## src/rtl/obi_rr_arbiter.sv

```systemverilog
// rtl/obi_rr_arbiter.sv - OBI N:1 arbiter with address-phase lock and in-order response routing
// Optional feature macro: OBI_ARB_FIXED_PRIO_EN (fixed lowest-index priority instead of round-robin)
module obi_rr_arbiter #(
  parameter int NUM_REQ   = 2,
  parameter int OBI_ADDRW = 32,
  parameter int OBI_DATAW = 32,
  parameter int OBI_STRBW = OBI_DATAW / 8,
  parameter int MAX_OUTST = 4
) (
  input  logic                                 clk_i,
  input  logic                                 rst_ni,
  input  logic [NUM_REQ-1:0]                   req_i,
  input  logic [NUM_REQ-1:0]                   we_i,
  input  logic [NUM_REQ-1:0][OBI_ADDRW-1:0]    addr_i,
  input  logic [NUM_REQ-1:0][OBI_DATAW-1:0]    wdata_i,
  input  logic [NUM_REQ-1:0][OBI_STRBW-1:0]    be_i,
  output logic [NUM_REQ-1:0]                   gnt_o,
  output logic [NUM_REQ-1:0]                   rvalid_o,
  output logic [OBI_DATAW-1:0]                 rdata_o,
  output logic                                 m_req_o,
  output logic                                 m_we_o,
  output logic [OBI_ADDRW-1:0]                 m_addr_o,
  output logic [OBI_DATAW-1:0]                 m_wdata_o,
  output logic [OBI_STRBW-1:0]                 m_be_o,
  input  logic                                 m_gnt_i,
  input  logic                                 m_rvalid_i,
  input  logic [OBI_DATAW-1:0]                 m_rdata_i,
  output logic                                 err_o
);

  localparam int IDW = $clog2(NUM_REQ);
  localparam int PW  = $clog2(MAX_OUTST);
  localparam int CW  = PW + 1;

  logic           lock;
  logic [IDW-1:0] lock_idx;
  logic [IDW-1:0] sel;
  logic [IDW-1:0] sel_free;
  logic           found;
  logic           full;
  logic           grant;
  logic           pop;

  logic [IDW-1:0] mem [MAX_OUTST];
  logic [PW-1:0]  wptr;
  logic [PW-1:0]  rptr;
  logic [CW-1:0]  count;
  logic [IDW-1:0] head;

`ifdef OBI_ARB_FIXED_PRIO_EN
  // Unlocked choice: lowest-index active requester
  always_comb begin
    sel_free = '0;
    found    = 1'b0;
    for (int i = 0; i < NUM_REQ; i++) begin
      if (!found && req_i[i]) begin
        sel_free = IDW'(i);
        found    = 1'b1;
      end
    end
  end
`else
  logic [IDW-1:0]   rr_ptr;
  logic [2*NUM_REQ-1:0] rot;
  logic [IDW:0]     sum;

  // Unlocked choice: first active requester at or above rr_ptr, wrapping
  always_comb begin
    sel_free = rr_ptr;
    found    = 1'b0;
    sum      = '0;
    rot      = {req_i, req_i} >> rr_ptr;
    for (int i = 0; i < NUM_REQ; i++) begin
      sum = {1'b0, rr_ptr} + (IDW+1)'(i);
      if (sum >= (IDW+1)'(NUM_REQ)) sum = sum - (IDW+1)'(NUM_REQ);
      if (!found && rot[i]) begin
        sel_free = sum[IDW-1:0];
        found    = 1'b1;
      end
    end
  end

  // Priority moves just past the requester that won the last grant
  always_ff @(posedge clk_i) begin
    if (!rst_ni) begin
      rr_ptr <= '0;
    end else if (grant) begin
      rr_ptr <= (sel == IDW'(NUM_REQ - 1)) ? '0 : sel + 1'b1;
    end
  end
`endif

  assign sel       = lock ? lock_idx : sel_free;
  assign full      = (count == CW'(MAX_OUTST));
  assign m_req_o   = req_i[sel] & ~full;
  assign m_we_o    = we_i[sel];
  assign m_addr_o  = addr_i[sel];
  assign m_wdata_o = wdata_i[sel];
  assign m_be_o    = be_i[sel];
  assign grant     = m_req_o & m_gnt_i;
  assign pop       = m_rvalid_i & (count != '0);
  assign head      = mem[rptr];
  assign rdata_o   = m_rdata_i;

  // Grant and response fan-out to the owning requester
  always_comb begin
    gnt_o    = '0;
    rvalid_o = '0;
    if (grant) gnt_o[sel] = 1'b1;
    if (pop)   rvalid_o[head] = 1'b1;
  end

  // Hold the selection while an offered request waits for its grant
  always_ff @(posedge clk_i) begin
    if (!rst_ni) begin
      lock     <= 1'b0;
      lock_idx <= '0;
    end else if (grant) begin
      lock <= 1'b0;
    end else if (m_req_o) begin
      lock     <= 1'b1;
      lock_idx <= sel;
    end
  end

  // ID FIFO storage; head is read before a same-cycle push lands
  always_ff @(posedge clk_i) begin
    if (grant) mem[wptr] <= sel;
  end

  // ID FIFO pointers and occupancy
  always_ff @(posedge clk_i) begin
    if (!rst_ni) begin
      wptr  <= '0;
      rptr  <= '0;
      count <= '0;
    end else begin
      if (grant) wptr <= wptr + 1'b1;
      if (pop)   rptr <= rptr + 1'b1;
      count <= count + CW'(grant) - CW'(pop);
    end
  end

  // Sticky flag for a response nobody is waiting for
  always_ff @(posedge clk_i) begin
    if (!rst_ni) begin
      err_o <= 1'b0;
    end else if (m_rvalid_i && count == '0) begin
      err_o <= 1'b1;
    end
  end

endmodule

```

## config.mk

```make
export PLATFORM = sky130hd
export DESIGN_NAME = obi_rr_arbiter
export DESIGN_NICKNAME = d
export VERILOG_FILES = /design/src/rtl/obi_rr_arbiter.sv
export SDC_FILE = /design/constraint.sdc
export NUM_CORES = 1
export LEC_CHECK = 0
export CAP_MARGIN = 20
export CORE_AREA = 2 2 111 113
export CTS_CLUSTER_SIZE = 10
export DETAILED_ROUTE_END_ITERATION = 8
export DIE_AREA = 0 0 113 115
export PLACE_DENSITY = 0.57
export SLEW_MARGIN = 20
export SYNTH_ARGS = -nofsm -noshare
export SYNTH_HDL_FRONTEND = slang
export SYNTH_SLANG_ARGS = --single-unit
```

## constraint.sdc

```tcl
create_clock -name clk_i -period 5 [get_ports clk_i]
set_input_delay 0.75 -clock clk_i [delete_from_list [all_inputs] [get_ports clk_i]]
set_output_delay 0.75 -clock clk_i [all_outputs]
set_load 0.01 [all_outputs]
```

==> impl_metrics.yaml <==
clock_network:
  cts_resized: 0
  cts_setup_buffers: 0
  cts_tree: "built"
  cts-htree-levels: 1
  cts_root_buf: "clkbuf_16"
  cts_hold_buf: 0
  cts.clk_slew.worst_paths_ps: 50
  cts.sinks: 17
  cts.path.max_buffers: 2
  clock_latency_ps: 250
  cts_made_buffers: 3
logic_synthesis:
  ys_types: 33
  yosysSeqAreaShare_pct: 19.1
  synth_top_area_share_pct: 35.7
  avgSynthCellArea_um2: 10.5
  synthCells: 190
  synth_fp_nets: 373
  yosysTopAreaCell: "mux2_2"
  ys_warn_count: 0
  synthTopCellsByArea: "mux2_2, dfxtp_1, buf_4"
  synth.ff_latch_count: 17
  synth_area_mm2: 0.00199
placed_design:
  dp_hpwl_mm: 7.58
  place_ws_ps: 1040
  port_buffers: 218
  dpl_cell_area_mm2: 0.00403
  gp_congestion: 0.781
power:
  combPwrFrac_pct: 70.4
  p_per_area_mw_per_mm2: 303
  peakVddDrop_mv: 0.135
  netSwitchingPower_uw: 414
  p_leak_uw: 0.00156
  p_int_uw: 832
  pwr-share-clk_pct: 13.2
  power_frac_seq_pct: 16.4
  swShare_pct: 33.2
cells_and_area:
  nets: 557
  fin_area_mm2: 0.00412
  fin_util_pct: 34.9
  drive_above_1_share_pct: 20.9
  area_delta_synth_final_pct: 107
  num-fill-cells: 1202
worst_setup_path:
  cp_max_fo: 73
  required_ps: 4250
  critPathLaunchType: "primary input"
  crit_arrival_ps: 3190
  end_kind: "output pin"
  critical_path_class: "in -> out"
die:
  start_util_pct: 16.8
  io_pins: 283
  die_h_um: 115
  die_x_um: 113
  core_mm2: 0.0118
  dieArea_mm2: 0.0130
  rows: 40
routing:
  drtIter0Drc: 120
  via_count: 2063
  first_pass_iters: 6
  ant_nets: 0
  drc: 18
  wl_mm: 8.98
  via_per_inst: 3.96
  avgRoutedWirePerCell_um: 17.2
sta:
  tns_ps: 0
  worst_slack_ps: 1060
  finalHoldViolCount: 0
  maxSlewViolCount: 0
  setup_viol: 0
  whs_ps: 492
  relSlewSlack_pct: 65.0
  rsz0062_at_grt: "no"
  layout_min_cycle_time_ps: 3940
  fin_crit_sh_pct: 78.8
  clock-skew-final_ps: 1.80
  max_freq_mhz: 254
  tightest_slew_ps: 523
global_routing:
  grt_pass1_wl_mm: 12.5
  grt_antenna_before_repair: 2
  grt_max_degree: 74
  grt_util_all_layers_pct: 12.7
  grt_pass1_vias: 2151
  grt_overflow: 0
outcome:
  violations: "design-rule violations"
  status: "complete, but fails checks"
run:
  maxCapViolCount: 0
worst_hold_path:
  holdCritPathClass: "reg -> reg"
[synth_stat cells]
master,n
edfxtp_1,4
dfxtp_1,13
o211a_1,1
nand2b_1,1
o211ai_1,1
buf_4,32
nand2_1,7
clkinv_1,1
nor3_1,2
mux2_2,63
o21ai_4,1
mux2i_1,3
nor2b_1,3
xnor2_1,3
a32oi_1,1
nand3_1,1
ha_1,6
mux2_4,6
clkbuf_1,1
xor2_1,1
a21oi_1,2
o31a_1,1
nor2_1,3
a32o_1,1
fa_1,1
clkbuf_8,7
a21o_2,1
a31oi_1,1
mux4_2,1
inv_1,8
and2_1,11
maj3_1,1
a31o_2,1
[final cells by class]
type	instances	area (um2)	area share, %
Timing Repair Buffer	219	2200	53.5
Multi-Input combinational cell	124	1230	30.0
Sequential cell	17	380	9.23
Tap cell	147	184	4.47
Clock buffer	3	75.1	1.82
Inverter	9	33.8	0.820
Clock inverter	1	7.51	0.182
Antenna cell	1	2.50	0.0608
[cell families (layout without fill, tap and decap cells)]
family                     after synthesis  after routing  synth area share (%)
and+or+nand+nor                         28             28                  7.36
xor gates and xnor gates                 4              4                  1.76
muxes                                   73             73                  42.9
other                                    0              1                     0
AOI/OAI and AO/OA                       11             11                  4.78
buffers and inverters                   49            232                  18.8
adders and majority gates                8              8                  5.29
DFF                                     17             17                  19.1
[cells in the final DEF, fill, tap and decap left out, types with 2 or more instances in the layout]
cell type / count
a21oi_1: 2
and2_1: 11
clkbuf_16: 3
clkdlybuf4s50_1: 218
dfxtp_1: 13
edfxtp_1: 4
ha_1: 6
inv_1: 8
mux2_2: 63
mux2_4: 6
mux2i_1: 3
nand2_1: 7
nor2_1: 3
nor2b_1: 3
nor3_1: 2
xnor2_1: 3
[path summary, 6_finish.rpt]
check | to | startpoint | slack [ps] | cells after the start
setup / recovery | m_wdata_o[23] | req_i[0] | 1060 | 7
hold reg to reg | lock_idx$_SDFFE_PN0P_ | lock_idx$_SDFFE_PN0P_ | 490 | 2
hold / removal | lock_idx$_SDFFE_PN0P_ | lock_idx$_SDFFE_PN0P_ | 490 | 2
setup reg to reg | count[2]$_SDFF_PN0_ | lock$_SDFFE_PP0N_ | 2660 | 10
[power by group through the flow]
stage / registers, uW / logic, uW / clock network (uW)
2_1_floorplan: 203 / 498 / 0
3_3_place_gp: 207 / 879 / 0
3_5_place_dp: 208 / 885 / 0
4_1_cts: 205 / 893 / 168
5_1_grt: 209 / 944 / 176
6_report: 204 / 877 / 165
[stage by stage]
step | power, uW | std cells
2_1_floorplan | 701 | 190
4_1_cts | 1270 | 520
5_1_grt | 1330 | 520
3_3_place_gp | 1090 | 516
3_5_place_dp | 1090 | 516
6_report | 1250 | 521
[critical path: stages]
cell	delay [ps]
clkdlybuf4s50_1	510
inv_1	60
maj3_1	380
o21ai_4	160
buf_12	340
mux2_2	380
clkdlybuf4s50_1	510
[layer usage]
| metal | track usage (%) | wire, um |
|---|---|---|
| met5 | 0 | 12 |
| met4 | 3.25 | 145 |
| met3 | 4.74 | 1000 |
| met2 | 21.0 | 4310 |
| met1 | 15.5 | 3520 |
No activity file was read; power rests on OpenSTA's default activity.
